## config.mk

```make
export PLATFORM = sky130hd
export DESIGN_NAME = crc_result_serializer
export DESIGN_NICKNAME = d
export VERILOG_FILES = /design/src/rtl/crc_ser_pkg.sv /design/src/rtl/crc_ser_fifo.sv /design/src/rtl/crc_result_serializer.sv
export SDC_FILE = /design/constraint.sdc
export NUM_CORES = 1
export LEC_CHECK = 0
export CAP_MARGIN = 5
export CORE_ASPECT_RATIO = 2
export CORE_MARGIN = 3
export CORE_UTILIZATION = 63
export DETAILED_ROUTE_END_ITERATION = 6
export PLACE_DENSITY_LB_ADDON = 0.3
export SETUP_SLACK_MARGIN = 0.1
export SYNTH_ARGS = -nofsm -noshare
export SYNTH_HDL_FRONTEND = slang
export SYNTH_SLANG_ARGS = --single-unit
```

## constraint.sdc

```tcl
create_clock -name clk_3 -period 4.8 [get_ports clk_3]
set_input_delay 0.96 -clock clk_3 [delete_from_list [all_inputs] [get_ports clk_3]]
set_output_delay 0.96 -clock clk_3 [all_outputs]
set_load 0.02 [all_outputs]
```

## src/rtl/crc_ser_pkg.sv

```systemverilog
// Shared constants, FSM encoding and sizing helpers for the CRC result serializer.
package crc_ser_pkg;

    typedef enum logic {
        IDLE = 1'b0,
        SEND = 1'b1
    } ser_state_e;

    function automatic int clog2(input int v);
        int r;
        r = 0;
        for (int i = 0; i < 32; i++) begin
            if ((1 << r) < v) r++;
        end
        return r;
    endfunction

    function automatic int nbytes(input int dw, input int bw);
        return (dw + bw - 1) / bw;
    endfunction

    function automatic int padw(input int dw, input int bw);
        return nbytes(dw, bw) * bw - dw;
    endfunction

    localparam int DEF_DATA_W = 60;
    localparam int DEF_BYTE_W = 8;
    localparam int NBYTES     = nbytes(DEF_DATA_W, DEF_BYTE_W);
    localparam int PADW       = padw(DEF_DATA_W, DEF_BYTE_W);

endpackage

```

## src/rtl/crc_ser_fifo.sv

```systemverilog
// Synchronous FIFO holding result words; push and pop may coincide, even when full.
module crc_ser_fifo
    import crc_ser_pkg::*;
#(
    parameter int DW    = 60,
    parameter int DEPTH = 4
) (
    input  logic                    clk_i,
    input  logic                    rst_i,
    input  logic                    push_i,
    input  logic                    pop_i,
    input  logic [DW-1:0]           wdata_i,
    output logic [DW-1:0]           rdata_o,
    output logic                    full_o,
    output logic                    empty_o,
    output logic [clog2(DEPTH):0]   level_o
);
    localparam int AW = clog2(DEPTH);

    logic [DW-1:0]  mem_q [DEPTH];
    logic [AW-1:0]  wptr_q, rptr_q;
    logic [AW:0]    level_q, level_d;

    always_comb begin
        level_d = level_q;
        case ({push_i, pop_i})
            2'b10:   level_d = level_q + 1'b1;
            2'b01:   level_d = level_q - 1'b1;
            default: level_d = level_q;
        endcase
    end

    always_ff @(posedge clk_i) begin
        if (rst_i) begin
            wptr_q  <= '0;
            rptr_q  <= '0;
            level_q <= '0;
        end else begin
            if (push_i) wptr_q <= wptr_q + 1'b1;
            if (pop_i)  rptr_q <= rptr_q + 1'b1;
            level_q <= level_d;
        end
    end

    // Storage is not reset; the level/pointers alone define validity.
    always_ff @(posedge clk_i) begin
        if (push_i) mem_q[wptr_q] <= wdata_i;
    end

    assign rdata_o = mem_q[rptr_q];
    assign full_o  = (level_q == (AW+1)'(DEPTH));
    assign empty_o = (level_q == '0);
    assign level_o = level_q;

endmodule

```

## src/rtl/crc_result_serializer.sv

```systemverilog
// Buffers CRC result pulses and streams each word MSB-first as bytes over valid/ready.
// Optional even-parity output enabled by defining CRC_SER_PARITY_EN.
module crc_result_serializer
    import crc_ser_pkg::*;
#(
    parameter int pDATA_WIDTH = 60,
    parameter int pBYTE_W     = 8,
    parameter int pFIFO_DEPTH = 4
) (
    input  logic                          clk_3,
    input  logic                          rst,
    input  logic                          in_valid,
    input  logic [pDATA_WIDTH-1:0]        in_data,
    output logic                          tx_valid,
    input  logic                          tx_ready,
    output logic [pBYTE_W-1:0]            tx_data,
    output logic                          tx_last,
    output logic [clog2(pFIFO_DEPTH):0]   fifo_level,
    output logic                          overflow
`ifdef CRC_SER_PARITY_EN
    ,
    output logic                          tx_parity
`endif
);
    localparam int NB  = nbytes(pDATA_WIDTH, pBYTE_W);
    localparam int PW  = padw(pDATA_WIDTH, pBYTE_W);
    localparam int SHW = NB * pBYTE_W;
    localparam int CW  = clog2(NB + 1);

    ser_state_e              state_q, state_d;
    logic [SHW-1:0]          shift_q, shift_d;
    logic [CW-1:0]           cnt_q, cnt_d;
    logic                    last_q, last_d;
    logic                    ovf_q, ovf_d;

    logic                    push, pop, full, empty;
    logic [pDATA_WIDTH-1:0]  rd_data;
    logic [SHW-1:0]          rd_pad;
    logic                    at_last;

    crc_ser_fifo #(
        .DW    (pDATA_WIDTH),
        .DEPTH (pFIFO_DEPTH)
    ) u_fifo (
        .clk_i   (clk_3),
        .rst_i   (rst),
        .push_i  (push),
        .pop_i   (pop),
        .wdata_i (in_data),
        .rdata_o (rd_data),
        .full_o  (full),
        .empty_o (empty),
        .level_o (fifo_level)
    );

    assign rd_pad  = SHW'(rd_data) << PW;
    assign at_last = (cnt_q == CW'(NB - 1));

    always_ff @(posedge clk_3) begin
        if (rst) state_q <= IDLE;
        else     state_q <= state_d;
    end

    always_comb begin
        state_d = state_q;
        shift_d = shift_q;
        cnt_d   = cnt_q;
        pop     = 1'b0;
        case (state_q)
            IDLE: begin
                if (!empty) begin
                    pop     = 1'b1;
                    shift_d = rd_pad;
                    cnt_d   = '0;
                    state_d = SEND;
                end
            end
            SEND: begin
                if (tx_ready) begin
                    if (at_last) begin
                        cnt_d = '0;
                        // Reload straight from the FIFO so consecutive words have no bubble.
                        if (!empty) begin
                            pop     = 1'b1;
                            shift_d = rd_pad;
                        end else begin
                            shift_d = '0;
                            state_d = IDLE;
                        end
                    end else begin
                        cnt_d   = cnt_q + 1'b1;
                        shift_d = shift_q << pBYTE_W;
                    end
                end
            end
            default: state_d = IDLE;
        endcase
        push   = in_valid && (!full || pop);
        ovf_d  = ovf_q || (in_valid && full && !pop);
        last_d = (state_d == SEND) && (cnt_d == CW'(NB - 1));
    end

    always_ff @(posedge clk_3) begin
        if (rst) begin
            shift_q <= '0;
            cnt_q   <= '0;
            last_q  <= 1'b0;
            ovf_q   <= 1'b0;
        end else begin
            shift_q <= shift_d;
            cnt_q   <= cnt_d;
            last_q  <= last_d;
            ovf_q   <= ovf_d;
        end
    end

    assign tx_valid = (state_q == SEND);
    assign tx_data  = shift_q[SHW-1 -: pBYTE_W];
    assign tx_last  = last_q;
    assign overflow = ovf_q;
`ifdef CRC_SER_PARITY_EN
    assign tx_parity = ^tx_data;
`endif

endmodule

```

== Word level (Yosys, flattened, before mapping) ==
Memory sizes are Yosys's and may differ from the RTL's. A register that Yosys moved wholly into a read port is not among the register bits.
Cells that the tools add are included.
Storage, ports and cells
  bits in registers: 78
  bits in writable memories: 240
  output and inout port bits: 14
  logic and storage cells: 54
  memories kept: 1
Operators by class
  add/subtract/negate cells: 5
  eq/ne operators: 7
  muxes and demuxes: 21
  bitwise gates (word level): 1
  reductions and logical operators: 11
Memories
  u_fifo.mem_q: depth 4, width 60, rd ports 1, clocked after Yosys merged registers in 1, wr ports 1, line crc_ser_fifo.sv:20  | logic [DW-1:0] mem_q [DEPTH];
Operators with widths (number)
  $mux W64: 4
  $pmux W64 S2: 1
  $mux W4: 3
  $eq A4 B3 Y1 const B: 2
  $pmux W4 S2: 1
  $mux W1: 7
  $pmux W3 S2: 1
  $add A2 B1 Y2 const B: 2
  $add A4 B1 Y4 const B: 1
  $logic_and A1 B1 Y1: 4
  $mux W2: 2
  $ne A2 B2 Y1 const B: 2
  $pmux W1 S2: 2
  $add A3 B1 Y3 const B: 1
  $eq A3 B3 Y1 const B: 1
  $logic_not A3 Y1: 1
  $sub A3 B1 Y3 const B: 1
  $eq A2 B1 Y1 const B: 1
  $eq A2 B2 Y1 const B: 1
  $logic_not A1 Y1: 2
  $logic_or A1 B1 Y1: 2
  $reduce_and A2 Y1: 1
  $reduce_bool A2 Y1: 1
  $not A1 Y1: 1

== Logic depth before layout (Yosys ltp) ==
  word-level depth: 9
  depth in mapped cells: 10
  mapped depth without buffers: 10

== Hierarchy ==
Synthesis repeated with hierarchy kept, for this count alone.
Unflattened totals
  cells, all modules: 767
  area, all modules: 12680.9 µm²
By module, submodules not included
  crc_ser_fifo: times used 1, cells each 361, area each 9157.5 µm²
  crc_result_serializer: times used 1, cells each 406, area each 3523.4 µm²

== Worst setup path before layout ==
OpenSTA, ideal clock, no wires.
  path type: input to register
  start point: in tx_ready
  end point: mem u_fifo.mem_q[0][0] (enable)
  library setup time: 0.424 ns
  data arrival time: 3.128 ns
  data required time: 4.376 ns
  slack: 1.247 ns
  cell stages on the path: 4
  buffers on the path: 1
  cells stage by stage: buf_2 -> nand4b_1 -> a41oi_2 -> and2_1
On the way
  word-level cells in the longest chain between the ends: 6
Ends and longest elaborated chain
  from (decl): line crc_result_serializer.sv:15  | input logic tx_ready,
  $mux W1: line crc_result_serializer.sv:79  | if (tx_ready) begin
  $pmux W1 S2: line crc_result_serializer.sv:69  | case (state_q)
  $logic_or A1 B1 Y1: line crc_result_serializer.sv:98  | push = in_valid && (!full || pop);
  $logic_and A1 B1 Y1: line crc_result_serializer.sv:98
  $mux W1: line crc_ser_fifo.sv:47  | if (push_i) mem_q[wptr_q] <= wdata_i;
  $mux W1 (not written as such): line crc_ser_fifo.sv:47
  to (decl): line crc_ser_fifo.sv:20
No other way between the ends.

== Final worst setup path ==
  start point: in tx_ready
  end point: mem u_fifo.mem_q[0][6] (enable)
The elaborated chain is that of the path after synthesis.

==> results.py <==
metrics = {
    "power": {
        "switching_power_uw": 2250,
        "p_clk_frac": 0.279,
        "power_density_nw_per_um2": 569,
        "p_leak_uw": 0.00441,
        "comb_power_share": 0.247,
        "p_total_uw": 7730,
        "p_seq_frac": 0.473,
        "sw_frac_of_total": 0.291,
        "ir_worst_vdd_uv": 459,
        "power.internal_uw": 5480,
    },
    "finish": {
        "layout.nets": 784,
        "synthToLayoutAreaGrowth_pct": 15.2,
        "diodes": 0,
        "final_cells": 948,
        "drive_above_1_share": 0.176,
    },
    "synthesis": {
        "yosys.area.top_type": "edfxtp_1",
        "yosysWarnings": 0,
        "synth-edff-count": 240,
        "synth_area_per_cell_um2": 18.2,
        "synth_cells": 649,
        "yosys-top-cells-area": "edfxtp_1 (61%), dfxtp_1 (13%), mux4_2 (11%), a222oi_1 (2.5%), nor2_1 (2.3%)",
        "async_flop_share": 0,
        "synth.distinct_cells": 43,
        "yosys_most_used_dff": "edfxtp_1",
        "synthesis.area_um2": 11800,
        "syn-num-nets": 720,
        "yosysMostFrequentCell": "edfxtp_1",
        "synth.top_cells.by_count": "edfxtp_1 (240), dfxtp_1 (76), nor2_1 (71)",
        "synth.yosys.seq_area_share": 0.740,
        "netlist.area_leader.share": 0.611,
        "ys_ff_latch": 316,
    },
    "clock_tree": {
        "path_clk_slew_ns": 0.07,
        "cts_buffers": 25,
        "postCtsHoldBufs": 0,
        "cts.sinks": 316,
        "htreeDepth": 1,
        "clk_latency_ns": 0.53,
        "cts_tree": "built",
        "post_cts_buffers": 0,
        "clock-root-buffer": "clkbuf_16",
        "ctsLongestPathBuffers": 3,
        "ctsResizeCount": 0,
    },
    "placed_design": {
        "gp_congestion": 0.806,
        "dpl_worst_slack_ns": 1.05,
        "dp_hpwl_um": 14300,
        "numPortBuffers": 77,
        "dpl.cell_count": 902,
    },
    "grt": {
        "first_global_vias": 6740,
        "antenna_found_initial": 0,
        "grt-ovfl-total": 0,
        "grt_use_total": 0.240,
        "grt_first_pass_wirelength_um": 36900,
        "grt_max_degree": 61,
    },
    "timing": {
        "tightest_slew_ns": 1.21,
        "setup_viol": 0,
        "period_needed_ns": 3.26,
        "hold_violations": 0,
        "setup_ws_ns": 1.54,
        "slew_viol_final": 0,
        "fin_setup_tns_ns": 0,
        "rsz0062_at_grt": "false",
        "fin_skew_ns": 0.0151,
        "relSlewSlack": 0.192,
        "timing.final.crit_share": 0.680,
        "clock.fmax_mhz": 306,
    },
    "setup_path": {
        "rr_worst_depth": 5,
        "arrival_ns": 3.43,
        "crit_path_start_kind": "primary input",
        "cp.required_ns": 4.96,
        "cp_max_fo": 31,
        "path_class": "in -> reg",
        "end_kind": "flip-flop",
    },
    "drt": {
        "met1Wirelength_um": 8250,
        "drc": 0,
        "wl_met3_um": 1290,
        "drt-pass1-iter-count": 6,
        "wl_per_cell_um": 25.1,
        "routed_wl_um": 23800,
        "viasPerCell": 6.74,
        "dr.max_layer_used": "met4",
        "met2_wirelength_um": 13200,
        "dr.first_iter.drc_count": 623,
        "num_vias": 6391,
        "antenna_left": 0,
    },
    "die": {
        "initial_core_util": 0.644,
        "io_pins": 78,
        "core_um2": 18300,
        "fp-row-count": 70,
        "die_area_um2": 20500,
        "fp.dieH_um": 200,
        "die-width_um": 103,
    },
    "worst_hold_path": {
        "worstHoldPathCells": 2,
        "min_path_type": "reg -> reg",
    },
    "status": {
        "status": "finished, final reports clean",
    },
    "flow_run": {
        "cap_violations": 0,
    },
}
==> worst max-delay path, cell delays in order <==
cell and delay (ns):
clkdlybuf4s50_1 0.65, nand4b_1 0.33, a41oi_2 0.46, and2_2 0.50
buf_4 0.51
==> cells by family after synthesis <==
family,synth area share
buffers and inverters,0.0270
xor gates and xnor gates,0.00297
and+or+nand+nor,0.0473
DFF,0.740
AOI/OAI and AO/OA,0.0584
adders and majority gates,0.00806
muxes,0.116
==> sequential cells by signal, indices dropped and copies added, names as in the netlist, named ones only <==
register / cells
cnt_q: 4
u_fifo.rptr_q: 2
tx_valid: 1
shift_q: 60
u_fifo.level_o: 3
u_fifo.wptr_q: 2
u_fifo.mem_q: 240
overflow: 1
tx_last: 1
==> area by class of cell <==
cell class / count / area, um^2
Tap cell: 216 / 270
Fill cell: 1038 / 4710
Clock buffer: 30 / 664
Clock inverter: 16 / 210
Inverter: 8 / 30.0
Sequential cell: 316 / 8730
Multi-Input combinational cell: 271 / 2770
Timing Repair Buffer: 91 / 908
==> power groups by stage <==
| stage | clock (uW) | sequential [uW] | combinational, uW |
|---|---|---|---|
| 6_report | 2160 | 3660 | 1910 |
| 5_1_grt | 2290 | 3700 | 2080 |
| 3_5_place_dp | 0 | 3710 | 1890 |
| 3_3_place_gp | 0 | 3680 | 1830 |
| 2_1_floorplan | 0 | 3540 | 1530 |
| 4_1_cts | 2190 | 3660 | 1920 |
==> path summary, 6_finish.rpt <==
| path | startpoint | to | slack, ns |
|---|---|---|---|
| min | shift_q[63] | shift_q[63] | 0.49 |
| max | tx_ready | u_fifo.mem_q[0][6] | 1.54 |
| min reg2reg | shift_q[63] | shift_q[63] | 0.49 |
| max reg2reg | cnt_q[0] | u_fifo.mem_q[0][6] | 1.95 |
==> cell usage in the layout, fill, tap and decap left out, types with 3 or more instances in the layout <==
cell type	netlist	routed
bufinv_16	0	5
clkbuf_16	0	25
mux4_2	60	60
nand3b_1	3	3
a221oi_1	23	23
clkdlybuf4s50_1	0	76
clkinv_1	0	3
clkinv_2	0	5
a222oi_1	29	29
and2_2	0	4
nor3_1	23	23
ha_1	6	6
a22oi_1	8	8
buf_4	13	11
clkbuf_1	20	3
a21oi_1	10	8
edfxtp_1	240	240
buf_12	0	3
dfxtp_1	76	74
inv_1	8	8
nor2_1	71	71
==> metrics by stage <==
| stage | utilization | hold slack, ns | area [um^2] |
|---|---|---|---|
| finish | 0.742 | 0.493 | 13600 |
| detailed placement | 0.695 | 0.462 | 12700 |
| global route | 0.742 | 0.515 | 13600 |
| global placement | 0.695 | 0.455 | 12700 |
| CTS | 0.742 | 0.493 | 13600 |
| floorplan | - | 0.465 | 11800 |
==> metal layers <==
layer,vias up,global-route usage
li1,2752,-
met1,3267,0.279
met2,305,0.435
met3,67,0.0259
met4,0,0.115
met5,-,0
Power figures use the tool's default switching activity.
